## src/rtl/mem_operator.sv

```systemverilog
// mem_operator: byte-serial load/store unit behind the CSU.
// One byte per cycle, little-endian, with I/O store backpressure.
`timescale 1ns/1ps
module mem_operator #(
  parameter int CSU_SIZE_BITS = 3
) (
  input  logic                     clk_in,
  input  logic                     rst_in,
  input  logic                     rdy_in,
  input  logic                     flush_pipline,
  input  logic                     is_executing,
  input  logic                     executing_ins_type,
  input  logic [CSU_SIZE_BITS-1:0] exec_ins_id,
  input  logic [6:0]               exec_opcode,
  input  logic [2:0]               exec_funct3,
  input  logic [31:0]              exec_imm_val,
  input  logic [31:0]              exec_rs1,
  input  logic [31:0]              exec_rs2,
  input  logic [31:0]              exec_PC,
  input  logic                     exec_is_compressed_ins,
  output logic                     mo_busy,
  output logic                     mo_rdy,
  output logic [31:0]              mo_res,
  output logic [CSU_SIZE_BITS-1:0] mo_res_ins_id,
  output logic [31:0]              mo_completed_mo_resulting_PC,
  input  logic [7:0]               mem_din,
  output logic [7:0]               mem_dout,
  output logic [31:0]              mem_a,
  output logic                     mem_wr,
  input  logic                     io_buffer_full
);
  localparam logic [6:0] OP_LOAD  = 7'b0000011;
  localparam logic [6:0] OP_STORE = 7'b0100011;

  typedef enum logic [1:0] {IDLE, ACCESS, DONE} state_t;

  state_t      state, state_nxt;
  logic [2:0]  k, k_nxt;
  logic [31:0] acc, acc_nxt;
  logic [31:0] addr, rs2, pc_res;
  logic [2:0]  f3;
  logic        ld, st;
  logic [CSU_SIZE_BITS-1:0] id;
  logic        wr_q;

  logic        accept;
  logic [31:0] c_addr, c_rs2, c_pc;
  logic [2:0]  c_f3, c_n;
  logic        c_ld, c_st, c_io;
  logic [CSU_SIZE_BITS-1:0] c_id;

  logic        rdy_nxt, wr_nxt;
  logic [31:0] res_nxt, a_nxt, pc_nxt, ext;
  logic [7:0]  dout_nxt;
  logic [CSU_SIZE_BITS-1:0] rid_nxt;
  logic [1:0]  bi;

  assign accept = (state == IDLE) && is_executing
               && executing_ins_type
               && !flush_pipline && rdy_in;
  assign mo_busy = (state != IDLE);
  assign mem_wr  = wr_q & rdy_in;

  // Operation view: the dispatch being accepted, else the latched one
  always_comb begin
    c_addr = addr;
    c_rs2  = rs2;
    c_pc   = pc_res;
    c_f3   = f3;
    c_ld   = ld;
    c_st   = st;
    c_id   = id;
    if (accept) begin
      c_addr = exec_rs1 + exec_imm_val;
      c_rs2  = exec_rs2;
      c_pc   = exec_PC + (exec_is_compressed_ins ? 32'd2 : 32'd4);
      c_f3   = exec_funct3;
      c_ld   = (exec_opcode == OP_LOAD);
      c_st   = (exec_opcode == OP_STORE);
      c_id   = exec_ins_id;
    end
    c_io = (c_addr[17:16] == 2'b11);
    unique case (c_f3[1:0])
      2'b00:   c_n = 3'd1;
      2'b01:   c_n = 3'd2;
      default: c_n = 3'd4;
    endcase
  end

  // Next state, byte counter, accumulator and next registered outputs
  always_comb begin
    state_nxt = state;
    k_nxt     = k;
    acc_nxt   = acc;
    rdy_nxt   = 1'b0;
    wr_nxt    = 1'b0;
    a_nxt     = '0;
    dout_nxt  = '0;
    res_nxt   = mo_res;
    rid_nxt   = mo_res_ins_id;
    pc_nxt    = mo_completed_mo_resulting_PC;
    bi        = k[1:0] - 2'd1;
    ext       = '0;
    if (flush_pipline) begin
      state_nxt = IDLE;
      k_nxt     = '0;
    end else if (!rdy_in) begin
      rdy_nxt  = mo_rdy;
      wr_nxt   = wr_q;
      a_nxt    = mem_a;
      dout_nxt = mem_dout;
    end else begin
      unique case (state)
        IDLE: begin
          if (accept) begin
            k_nxt     = '0;
            acc_nxt   = '0;
            state_nxt = (c_ld | c_st) ? ACCESS : DONE;
          end
        end
        ACCESS: begin
          if (ld) begin
            if (k != 3'd0)
              acc_nxt = acc
                | ({24'd0, mem_din} << {bi, 3'b000});
            k_nxt = k + 3'd1;
            if (k == c_n) begin
              state_nxt = DONE;
              k_nxt     = '0;
            end
          end else if (wr_q) begin
            k_nxt = k + 3'd1;
            if (k_nxt == c_n) begin
              state_nxt = DONE;
              k_nxt     = '0;
            end
          end
        end
        DONE:    state_nxt = IDLE;
        default: state_nxt = IDLE;
      endcase
      if (state_nxt == ACCESS && k_nxt < c_n) begin
        a_nxt = c_addr + {29'd0, k_nxt};
        if (c_st) begin
          unique case (k_nxt[1:0])
            2'd0:    dout_nxt = c_rs2[7:0];
            2'd1:    dout_nxt = c_rs2[15:8];
            2'd2:    dout_nxt = c_rs2[23:16];
            default: dout_nxt = c_rs2[31:24];
          endcase
          wr_nxt = ~(c_io & io_buffer_full);
        end
      end
      unique case (c_f3[1:0])
        2'b00: ext = {{24{~c_f3[2] & acc_nxt[7]}},
                      acc_nxt[7:0]};
        2'b01: ext = {{16{~c_f3[2] & acc_nxt[15]}},
                      acc_nxt[15:0]};
        default: ext = acc_nxt;
      endcase
      if (state_nxt == DONE) begin
        rdy_nxt = 1'b1;
        res_nxt = c_ld ? ext : '0;
        rid_nxt = c_id;
        pc_nxt  = c_pc;
      end
    end
  end

  // FSM state, byte counter and load accumulator
  always_ff @(posedge clk_in or negedge rst_in) begin
    if (!rst_in) begin
      state <= IDLE;
      k     <= '0;
      acc   <= '0;
    end else begin
      state <= state_nxt;
      k     <= k_nxt;
      acc   <= acc_nxt;
    end
  end

  // Latch the dispatched operation on accept
  always_ff @(posedge clk_in or negedge rst_in) begin
    if (!rst_in) begin
      addr   <= '0;
      rs2    <= '0;
      pc_res <= '0;
      f3     <= '0;
      ld     <= 1'b0;
      st     <= 1'b0;
      id     <= '0;
    end else if (accept) begin
      addr   <= c_addr;
      rs2    <= c_rs2;
      pc_res <= c_pc;
      f3     <= c_f3;
      ld     <= c_ld;
      st     <= c_st;
      id     <= c_id;
    end
  end

  // Registered outputs
  always_ff @(posedge clk_in or negedge rst_in) begin
    if (!rst_in) begin
      mo_rdy                       <= 1'b0;
      mo_res                       <= '0;
      mo_res_ins_id                <= '0;
      mo_completed_mo_resulting_PC <= '0;
      mem_a                        <= '0;
      mem_dout                     <= '0;
      wr_q                         <= 1'b0;
    end else begin
      mo_rdy                       <= rdy_nxt;
      mo_res                       <= res_nxt;
      mo_res_ins_id                <= rid_nxt;
      mo_completed_mo_resulting_PC <= pc_nxt;
      mem_a                        <= a_nxt;
      mem_dout                     <= dout_nxt;
      wr_q                         <= wr_nxt;
    end
  end
endmodule

```

## config.mk

```make
export PLATFORM = sky130hd
export DESIGN_NAME = mem_operator
export DESIGN_NICKNAME = d
export VERILOG_FILES = /design/src/rtl/mem_operator.sv
export SDC_FILE = /design/constraint.sdc
export NUM_CORES = 1
export LEC_CHECK = 0
export BUFFER_PORTS_ARGS = -buffer_cell sky130_fd_sc_hd__clkbuf_2
export CAP_MARGIN = 20
export CORE_MARGIN = 2
export CORE_UTILIZATION = 36
export CTS_CLUSTER_DIAMETER = 30
export DETAILED_ROUTE_END_ITERATION = 10
export PLACE_DENSITY = 0.65
export REMOVE_ABC_BUFFERS = 1
export SYNTH_ARGS = -nofsm -noshare
export SYNTH_HDL_FRONTEND = slang
export SYNTH_SLANG_ARGS = --single-unit
```

## constraint.sdc

```tcl
create_clock -name clk_in -period 5.6 [get_ports clk_in]
set_input_delay 0 -clock clk_in [delete_from_list [all_inputs] [get_ports clk_in]]
set_output_delay 0 -clock clk_in [all_outputs]
set_load 0.01 [all_outputs]
```

==> impl_metrics.json <==
{
  "drt-total-wl_mm": 41.0,
  "die_y_um": 201,
  "crit_family": "simple AND/OR/NAND/NOR gates",
  "drt-vias-per-instance": 5.13,
  "arrival_ns": 4.96,
  "max_slew_margin_pct": 37.4,
  "ys_seq_area_share_pct": 44.9,
  "start_util_pct": 36.3,
  "tightestPinTransition_ns": 0.938,
  "synth_top_area_share_pct": 44.9,
  "clock_latency_ns": 0.53,
  "synthTopCellsByCount": "nand2_1, dfrtp_1, o21ai_0",
  "setup_slack_ns": 1.06,
  "ant_nets": 0,
  "io_pins": 267,
  "die_area_mm2": 0.0403,
  "yosys_warnings": 0,
  "syn_area_mm2": 0.0139,
  "crit_slowest_cell": "nand4bb_1",
  "hold_slack_ns": 0.0225,
  "crit_path_cell_trace": "nand4bb_1 > o21ai_1 > a2111oi_0 > nand3b_1 > o41a_1 > and2_1 > inv_1 > ha_1 > fa_1 > a21o_1 > nand2_1 > nor3_4 > nand4_4 > o311a_1 > a221o_1",
  "setup_violations": 0,
  "crit_fanout": 8,
  "drt_iter0_markers": 784,
  "post_cts_buffers": 0,
  "p_per_area_mw_per_mm2": 379,
  "yosys.cell_count.top_type": "nand2_1",
  "hold_path_class": "in -> reg",
  "hpwlAfterDp_mm": 28.3,
  "drc_errors": 0,
  "nFillCells": 3630,
  "synth_ff_type": "dfrtp_1",
  "fin_nets": 2091,
  "drv_cap": 0,
  "cts_sinks": 250,
  "synthArstFlopShare_pct": 100,
  "grt_pass1_wl_mm": 66.1,
  "crit_type": "reg -> reg",
  "start_kind": "register",
  "endpoint_kind": "register",
  "cts_made_buffers": 68,
  "hold_violations": 0,
  "skew_ns": 0.0182,
  "leakage_nw": 9.02,
  "numPortBuffers": 266,
  "path_clk_slew_ns": 0.05,
  "crit_required_ns": 6.02,
  "via_count": 12600,
  "place.gp.congestion": 0.873,
  "grtUsageTotal_pct": 20.1,
  "maxSlewViolCount": 0,
  "regToRegSetupSlack_ns": 1.06,
  "grt_max_degree": 122,
  "peakVddDrop_v": 0.000202,
  "grt_pass1_vias": 12700,
  "area_growth_pct": 36.3,
  "ys_types": 96,
  "grt_antenna_before_repair": 4,
  "dr.pass1.iters": 5,
  "critPathMaxStageDelay_ns": 0.51,
  "die_x_um": 201,
  "avgSynthCellArea_um2": 9.17,
  "ys_ff_latch": 250,
  "htreeDepth": 3,
  "rows": 72,
  "netlist_top_cells_area": "dfrtp_1, nand2_1, o21ai_0",
  "rsz0062_at_grt": "false",
  "period_share_pct": 81.1,
  "wl_per_cell_um": 16.7,
  "core_mm2": 0.0384,
  "status": "finished clean",
  "synth_cells": 1519,
  "synth_edf_count": 0,
  "tritoncts": "yes",
  "min_period_ns": 4.54,
  "max_freq_mhz": 220,
  "synth_top_area_cell": "dfrtp_1",
  "crit_buf_inv": 1,
  "pre_cts_ws_ns": 1.08,
  "drive_gt1_share_pct": 25.7,
  "clock_path_buffers": 3,
  "finalPower_w": 0.00718,
  "cts_root_buf": "clkbuf_16",
  "grt_remaining_overflow": 0
}
==> worst reg2reg max path: cells and delay by family (launching register included) <==
family                     cells  cell delay, ns
AOI/OAI and AO/OA              6            1.63
adders and majority gates      2            0.44
buffers and inverters          1            0.19
DFF                            1            0.42
and+or+nand+nor                6            1.74
==> state kept, by name, indices dropped and copies added, names as in the netlist, 2 cells and up <==
name and count:
acc 32, addr 32, mem_a 32, mo_completed_mo_resulting_PC 32, mo_res 32, pc_res 32
rs2 32, mem_dout 8, f3 3, id 3, k 3, mo_res_ins_id 3
state 2
==> path summary, 6_finish.rpt <==
| check | from | to | cells after the start |
|---|---|---|---|
| max in group asynchronous | rst_in | rs2[21] | 3 |
| max reg2reg | state[1] | mem_a[30] | 15 |
| min reg2reg | rs2[5] | rs2[5] | 2 |
| min | exec_rs1[30] | addr[31] | 6 |
| max | state[1] | mem_a[30] | 15 |
| min in group asynchronous | rst_in | pc_res[31] | 2 |
==> what timing repair did <==
item,in CTS,in global routing
resized for setup,0,0
hold endpoints to repair,253,0
hold buffers,99,0
==> cells by family (layout without fill, tap and decap cells) <==
kind of cell / after synthesis / after routing / share of synthesized area [%]
AO/OA/AOI/OAI: 361 / 361 / 17.2
XOR/XNOR: 62 / 62 / 3.90
adder cells (fa/ha/maj): 43 / 43 / 4.03
buffers and inverters: 107 / 528 / 4.09
flip-flops: 250 / 250 / 44.9
multiplexers: 61 / 61 / 4.81
other: 0 / 4 / 0
AND/OR/NAND/NOR: 635 / 635 / 21.1
==> layout by cell type, fill, tap and decap left out, types with 34 or more instances in the layout <==
cell           count
nor2_1            81
xor2_1            34
mux2_2            47
o21ai_0          119
ha_1              40
clkbuf_16         71
nand2_1          359
dfrtp_1          250
clkbuf_2         265
nand3_1           48
dlygate4sd3_1     99
a21oi_1           76
==> per-layer routing <==
metal  vias up  share of wire, %  GRT usage, %
li1       6158                 -             -
met1      6028                46          27.2
met2       343                46          31.5
met3        92               5.4          4.32
met4         0               3.0          8.10
met5         -                 0             0
==> per-stage QoR <==
step	utilization, %	instance area, um2	setup TNS [ns]	instances
global placement	40.6	15600	0	2238
global route	49.4	19000	0	2461
detailed placement	40.6	15600	0	2238
finish	49.4	19000	0	2462
CTS	49.3	18900	0	2456
floorplan	-	13500	-19.86	1440
==> power by group <==
part,internal (W),total (W),switching [W]
combinational,0.000437,0.00108,0.000644
sequential,0.00205,0.00214,0.0000969
clock,0.00284,0.00396,0.00112
==> final cells by class <==
cell class              count  area, um2  share of cell area, %
clock buffers              85       1900                   10.0
diodes                      4       10.0                 0.0528
well taps                 518        648                   3.42
multi-input cells        1162       7120                   37.5
inverters                  28        110                  0.580
flip-flops and latches    250       6260                   33.0
clock inverters            34        463                   2.44
repair buffers            381       2460                   13.0
Power figures use the tool's default switching activity.
